--- config.mk ---
export PLATFORM = sky130hd
export DESIGN_NAME = ysyx_23060332_mem_arbiter
export DESIGN_NICKNAME = d
export VERILOG_FILES = /design/src/rtl/ysyx_23060332_mem_arbiter_pkg.sv /design/src/rtl/ysyx_23060332_arb_grant.sv /design/src/rtl/ysyx_23060332_mem_arbiter.sv
export SDC_FILE = /design/constraint.sdc
export NUM_CORES = 1
export LEC_CHECK = 0
export BUFFER_PORTS_ARGS = -buffer_cell sky130_fd_sc_hd__buf_2
export CAP_MARGIN = 20
export CORE_AREA = 2 2 122 124
export CTS_CLUSTER_SIZE = 12
export DETAILED_ROUTE_END_ITERATION = 10
export DIE_AREA = 0 0 124 126
export GPL_ROUTABILITY_DRIVEN = 0
export PLACE_DENSITY = 0.7
export SYNTH_ARGS = -nofsm -noshare
export SYNTH_HDL_FRONTEND = slang
export SYNTH_HIERARCHICAL = 1
export SYNTH_SLANG_ARGS = --single-unit
--- constraint.sdc ---
create_clock -name clk -period 8.8 [get_ports clk]
set_input_delay 1.76 -clock clk [delete_from_list [all_inputs] [get_ports clk]]
set_output_delay 1.76 -clock clk [all_outputs]
set_load 0.02 [all_outputs]
--- src/rtl/ysyx_23060332_mem_arbiter_pkg.sv ---
// Shared definitions for the IFU/LSU memory arbiter: bus widths, FSM states,
// master IDs, legal physical address window and request payload.
package ysyx_23060332_mem_arbiter_pkg;

   localparam int unsigned MemAddrBus = 32;
   localparam int unsigned MemDataBus = 32;
   localparam int unsigned MemMaskBus = 8;

   localparam logic [MemAddrBus-1:0] ARB_ADDR_LO = 32'h8000_0000;
   localparam logic [MemAddrBus-1:0] ARB_ADDR_HI = 32'h87FF_FFFF;

   typedef enum logic [1:0] {
      ArbIdle = 2'd0,
      ArbBusy = 2'd1,
      ArbResp = 2'd2
   } arb_state_e;

   typedef enum logic {
      ArbMasterIfu = 1'b0,
      ArbMasterLsu = 1'b1
   } arb_master_e;

   typedef struct packed {
      logic [MemAddrBus-1:0] addr;
      logic                  wen;
      logic [MemDataBus-1:0] wdata;
      logic [MemMaskBus-1:0] wmask;
   } arb_req_t;

   // Access fault: address outside the physical memory window (bounds inclusive).
   function automatic logic arb_addr_fault(input logic [MemAddrBus-1:0] addr);
      return (addr < ARB_ADDR_LO) || (addr > ARB_ADDR_HI);
   endfunction

endpackage

--- src/rtl/ysyx_23060332_arb_grant.sv ---
// Grant selection between IFU (bit 0) and LSU (bit 1); one-hot out.
// ARB_ROUND_ROBIN_EN selects round-robin with a last-grant pointer, else LSU priority.
module ysyx_23060332_arb_grant
   import ysyx_23060332_mem_arbiter_pkg::*;
(
`ifdef ARB_ROUND_ROBIN_EN
   input  logic       clk,
   input  logic       rst,
   input  logic       i_accept,
`endif
   input  logic       i_ifu_valid,
   input  logic       i_lsu_valid,
   output logic [1:0] o_grant
);

`ifdef ARB_ROUND_ROBIN_EN
   arb_master_e r_last;

   always_ff @(posedge clk or posedge rst) begin
      if (rst) begin
         r_last <= ArbMasterIfu;
      end else if (i_accept) begin
         r_last <= o_grant[1] ? ArbMasterLsu : ArbMasterIfu;
      end
   end

   // On contention, favour the master that was not granted last.
   always_comb begin
      o_grant = 2'b00;
      if (i_ifu_valid && i_lsu_valid) begin
         o_grant = (r_last == ArbMasterLsu) ? 2'b01 : 2'b10;
      end else begin
         o_grant = {i_lsu_valid, i_ifu_valid};
      end
   end
`else
   always_comb begin
      o_grant = {i_lsu_valid, i_ifu_valid && !i_lsu_valid};
   end
`endif

endmodule

--- src/rtl/ysyx_23060332_mem_arbiter.sv ---
// Two-master (IFU/LSU) arbiter onto the single pmem port, one request in flight.
// Build option ARB_ROUND_ROBIN_EN enables round-robin grant instead of LSU priority.
module ysyx_23060332_mem_arbiter
   import ysyx_23060332_mem_arbiter_pkg::*;
(
   input  logic                  clk,
   input  logic                  rst,
   input  logic                  ifu_req_valid,
   output logic                  ifu_req_ready,
   input  logic [MemAddrBus-1:0] ifu_req_addr,
   output logic                  ifu_resp_valid,
   input  logic                  ifu_resp_ready,
   output logic [MemDataBus-1:0] ifu_resp_rdata,
   output logic                  ifu_resp_err,
   input  logic                  lsu_req_valid,
   output logic                  lsu_req_ready,
   input  logic [MemAddrBus-1:0] lsu_req_addr,
   input  logic                  lsu_req_wen,
   input  logic [MemDataBus-1:0] lsu_req_wdata,
   input  logic [MemMaskBus-1:0] lsu_req_wmask,
   output logic                  lsu_resp_valid,
   input  logic                  lsu_resp_ready,
   output logic [MemDataBus-1:0] lsu_resp_rdata,
   output logic                  lsu_resp_err,
   output logic                  mem_ren,
   output logic                  mem_wen,
   output logic [MemAddrBus-1:0] mem_raddr,
   output logic [MemAddrBus-1:0] mem_waddr,
   output logic [MemDataBus-1:0] mem_wdata,
   output logic [MemMaskBus-1:0] mem_wmask,
   input  logic [MemDataBus-1:0] mem_rdata
);

   arb_state_e            r_state;
   arb_state_e            w_next;
   arb_master_e           r_id;
   arb_req_t              r_req;
   logic                  r_fault;
   logic [MemDataBus-1:0] r_rdata;
   logic                  r_err;

   logic [1:0]            w_grant;
   logic                  w_idle;
   logic                  w_hs;
   logic                  w_access;
   logic                  w_resp_ready;
   arb_req_t              w_req;

   ysyx_23060332_arb_grant u_grant (
`ifdef ARB_ROUND_ROBIN_EN
      .clk         (clk),
      .rst         (rst),
      .i_accept    (w_hs),
`endif
      .i_ifu_valid (ifu_req_valid),
      .i_lsu_valid (lsu_req_valid),
      .o_grant     (w_grant)
   );

   assign w_idle        = (r_state == ArbIdle);
   assign ifu_req_ready = w_idle && w_grant[0];
   assign lsu_req_ready = w_idle && w_grant[1];
   assign w_hs          = w_idle && (w_grant != 2'b00);
   assign w_resp_ready  = (r_id == ArbMasterLsu) ? lsu_resp_ready : ifu_resp_ready;

   // Payload of the granted master; IFU requests are always reads.
   always_comb begin
      w_req = '0;
      if (w_grant[1]) begin
         w_req.addr  = lsu_req_addr;
         w_req.wen   = lsu_req_wen;
         w_req.wdata = lsu_req_wdata;
         w_req.wmask = lsu_req_wmask;
      end else begin
         w_req.addr  = ifu_req_addr;
      end
   end

   always_comb begin
      w_next = r_state;
      case (r_state)
         ArbIdle: if (w_hs) w_next = ArbBusy;
         ArbBusy: w_next = ArbResp;
         ArbResp: if (w_resp_ready) w_next = ArbIdle;
         default: w_next = ArbIdle;
      endcase
   end

   always_ff @(posedge clk or posedge rst) begin
      if (rst) begin
         r_state <= ArbIdle;
         r_id    <= ArbMasterIfu;
         r_req   <= '0;
         r_fault <= 1'b0;
         r_rdata <= '0;
         r_err   <= 1'b0;
      end else begin
         r_state <= w_next;
         if (w_hs) begin
            r_id    <= w_grant[1] ? ArbMasterLsu : ArbMasterIfu;
            r_req   <= w_req;
            r_fault <= arb_addr_fault(w_req.addr);
         end
         if (r_state == ArbBusy) begin
            r_rdata <= (r_fault || r_req.wen) ? '0 : mem_rdata;
            r_err   <= r_fault;
         end
      end
   end

   // Memory port is live only during BUSY of a legal access; decoding from the
   // state register lets an async reset withdraw a pending write strobe at once.
   assign w_access  = (r_state == ArbBusy) && !r_fault;
   assign mem_ren   = w_access && !r_req.wen;
   assign mem_wen   = w_access && r_req.wen;
   assign mem_raddr = w_access ? r_req.addr : '0;
   assign mem_waddr = w_access ? r_req.addr : '0;
   assign mem_wdata = mem_wen ? r_req.wdata : '0;
   assign mem_wmask = mem_wen ? r_req.wmask : '0;

   assign ifu_resp_valid = (r_state == ArbResp) && (r_id == ArbMasterIfu);
   assign lsu_resp_valid = (r_state == ArbResp) && (r_id == ArbMasterLsu);
   assign ifu_resp_rdata = (r_id == ArbMasterIfu) ? r_rdata : '0;
   assign ifu_resp_err   = (r_id == ArbMasterIfu) && r_err;
   assign lsu_resp_rdata = (r_id == ArbMasterLsu) ? r_rdata : '0;
   assign lsu_resp_err   = (r_id == ArbMasterLsu) && r_err;

endmodule

[After elaboration in Yosys (flattened, before gate mapping)]
Index checks and enable logic that the tools add are counted.
Cells by class
  $lt $le $gt $ge: 2
  equal/unequal tests: 4
  muxes and demuxes: 13
  bitwise operators: 1
  reductions and logical operators: 19
Operators by type and width (number)
  32-bit two-way mux: 6
  41-bit two-way mux: 1
  32-bit greater-than comparator (second input constant): 1
  32-bit less-than comparator (second input constant): 1
  1-bit logical AND: 11
  8-bit two-way mux: 1
  2-bit one-hot mux with 3 select lines: 1
  2-bit two-way mux: 2
  1-bit zero test: 3
  2-bit by 1-bit == test with 1-bit output (second input constant): 1
  2-bit == test (second input constant): 1
  2-bit zero test: 1
  1-bit logical OR: 2
  1-bit two-way mux: 2
  2-bit by 1-bit inequality test with 1-bit output (second input constant): 1
  2-bit inequality test (second input constant): 1
  2-bit AND reduction: 1
  2-bit nonzero test: 1
  1-bit inverter: 1
Storage, ports and cells
  register bits: 110
  input bits: 143
  output and inout bits: 176
  word-level logic and storage cells: 48

[Logic depth before layout (Yosys ltp)]
  depth after elaboration: 6
  mapped depth: 7

[Cells and area by module]
Netlist, hierarchy kept.
By module, submodules not included
  ysyx_23060332_mem_arbiter: instances 1, cells each 522, area an instance 5626.6 µm², sequential area each 2752.6 µm²
  ysyx_23060332_arb_grant: instances 1, cells each 2, area an instance 21.3 µm², sequential area each 0.0 µm²

[Worst setup path after synthesis]
No wires, ideal clock.
  path type: input -> output
  from: input port lsu_req_valid
  to: output port lsu_req_ready
  arrival time: 2585 ps
  slack: 4455 ps
  stages: 5
  path through: buf_4 > buf_4 > nor3b_4 > buf_6 > buf_6
On the way
  longest elaborated chain between the ends: 1
Ends and longest elaborated chain
  start, declared: RTL line ysyx_23060332_mem_arbiter.sv:15  | input logic lsu_req_valid,
  1-bit logical AND: RTL line ysyx_23060332_mem_arbiter.sv:62  | assign lsu_req_ready = w_idle && w_grant[1];
  end, declared: RTL line ysyx_23060332_mem_arbiter.sv:16  | output logic lsu_req_ready,
No other way between the ends.

[Worst setup path after layout]
Ends and elaborated chain as after synthesis.

==> impl_metrics.ini <==
[sta]
period_share_pct = 60.2
tns_ns = 0
clock_skew_ns = 0.00764
slew_viol_final = 0
hold_ws_ns = 0.492
finalHoldViolations = 0
fin_ws_ns = 3.51
slew_headroom_pct = 36.8
setup_violations = 0
fin_crit_ns = 5.29
fmax_mhz = 189
rsz0062_at_grt = false
tightest_slew_ns = 0.946

[worst_setup_path]
cp-end-kind = output pin
criticalPathCategory = in -> out
crit_path_start_kind = input pin
cp.required_ns = 7.04
arrival_ns = 3.53
critPathMaxFanout = 77

[power]
p_total_mw = 1.81
irDropWorstVdd_mv = 0.118
power.leakage_nw = 4.25
powerDensity_nw_per_um2 = 246

[routing]
num_vias = 4834
wire_per_inst_um = 15.6
drt.antenna.violating_nets = 0
via_per_inst = 4.98
drcViolationCount = 0
routed_wl_um = 15200
dr.pass1.iters = 4
first_iter_violations = 155

[logic_synthesis]
synth-seq-cells = 110
syn-cell-area_sq_um = 5650
synth_cell_type_count = 29
post_synth_inst_count = 524
syn_area_per_cell_sq_um = 10.8
yosysWarnings = 6
ys_seq_area_share_pct = 48.7
syn_nets = 667

[final_layout]
num-nets-final = 924
area_delta_synth_final_pct = 30.4
drive_above_1_share_pct = 44.7
finalCoreUtilization_pct = 51.4

[grt]
grtUsageTotal_pct = 19.0
antenna_found_initial = 1
grt_pass1_vias = 4583
grt_max_degree = 78
grt_pass1_wl_um = 23100
gr-total-overflow = 0

[cts]
holdBufCountCts = 0
cts_tree = yes
cts_setup_buffers = 0
cts_resized = 0
worstSkewPairLatency_ns = 0.34
htree_levels = 3
clkTransAtPathRegs_ns = 0.07
clk_path_buf_depth = 2
cts_root_buffer = clkbuf_16
cts_num_sinks = 110
cts_buffers = 9

[floorplanning]
die_y_um = 126
num_rows = 44
die_x_um = 124
ioPinCount = 319
core_area_sq_um = 14300
dieArea_sq_um = 15600
start_util_pct = 39.5

[run_status]
status = complete, no violations

[job]
cap_viol_max_count = 0

[placement]
place_ws_ns = 3.47
port_buffers = 318
hpwl_um = 10800

[worst_hold_path]
hp-class = reg -> reg
logic make-up after synthesis:
kind of cell / Yosys count / share of synthesized area [%]
AO/OA/AOI/OAI: 111 / 14.9
buffers and inverters: 86 / 10.1
flip-flops: 110 / 48.7
multiplexers: 33 / 5.87
AND/OR/NAND/NOR: 184 / 20.3
placed cells by master, fill, tap and decap left out, drive strengths merged:
master,instances
a32o,1
nand2b,2
o41ai,1
mux2,1
a22o,73
nor3,34
a31oi,1
clkbuf,11
clkinv,1
bufinv,3
or4b,1
buf,327
a21oi,33
o21ai,1
dfrtp,110
clkinvlp,1
nor2,7
and2,65
nor3b,2
diode,1
inv,5
nor2b,33
o21bai,1
and3,40
mux2i,32
final cells by class:
| class | count | area [sq um] |
|---|---|---|
| multi-input cells | 328 | 2330 |
| repair buffers | 327 | 1680 |
| clock inverters | 5 | 106 |
| flip-flops and latches | 110 | 2750 |
| inverters | 5 | 21.3 |
| clock buffers | 11 | 243 |
| well taps | 184 | 230 |
| fillers | 1343 | 6950 |
| diodes | 1 | 2.50 |
critical path: stages:
cell	delay, ns
buf_2	0.08
buf_4	0.48
nor3b_4	0.27
buf_4	0.63
buf_2	0.30
path summary, 6_finish.rpt:
check | start | endpoint | slack [ns] | cells past startpoint
min in group asynchronous | rst | r_req[12] | 1.52 | 2
max in group asynchronous | rst | r_rdata[8] | 6.12 | 3
worst min register to register | r_req[21] | r_req[21] | 0.49 | 1
worst max register to register | r_state[1] | r_req[44] | 6.16 | 5
worst min-delay path | r_req[21] | r_req[21] | 0.49 | 1
worst max-delay path | lsu_req_valid | lsu_req_ready | 3.51 | 5
synthesized netlist by cell type:
cell type | instances | area, sq um
dfrtp_1 | 110 | 2750
a22o_1 | 73 | 639
and2_1 | 65 | 407
and3_1 | 40 | 250
buf_4 | 36 | 270
a21oi_1 | 33 | 165
nor3_1 | 33 | 165
mux2i_1 | 32 | 320
nor2b_1 | 32 | 200
buf_2 | 20 | 100
buf_6 | 12 | 135
clkbuf_1 | 11 | 41.3
nor2_1 | 5 | 18.8
inv_1 | 4 | 15.0
buf_1 | 2 | 7.51
nand2b_1 | 2 | 12.5
nor3b_4 | 2 | 37.5
a31oi_1 | 1 | 6.26
a32o_1 | 1 | 10.0
inv_2 | 1 | 3.75
mux2_2 | 1 | 11.3
nor2_2 | 1 | 6.26
nor2_4 | 1 | 11.3
nor2b_4 | 1 | 13.8
nor3_4 | 1 | 16.3
o21ai_1 | 1 | 5.00
o21bai_1 | 1 | 7.51
o41ai_1 | 1 | 8.76
or4b_1 | 1 | 10.0
state kept, by name (all words and copies together), names as in the netlist:
register  cells
r_err         1
r_fault       1
r_id          1
r_rdata      32
r_req        73
r_state       2
through the flow:
step                instances  cell area (sq um)
finish                    971               7360
detailed placement        953               6980
global route              970               7360
CTS                       969               7330
floorplan                 524               5650
global placement          953               6980
power breakdown:
group	total (mW)	internal [mW]	switching [mW]
logic	0.551	0.229	0.322
registers	0.797	0.690	0.108
clock network	0.466	0.287	0.179
total	1.81	1.20	0.609
metal layers:
layer	GRT usage, %	vias to the layer above	wire, um
li1	-	2321	-
met1	24.4	2276	6310
met2	31.1	212	7410
met3	3.80	25	1120
met4	7.73	0	353
met5	0	-	0
No activity file was read; power rests on OpenSTA's default activity.
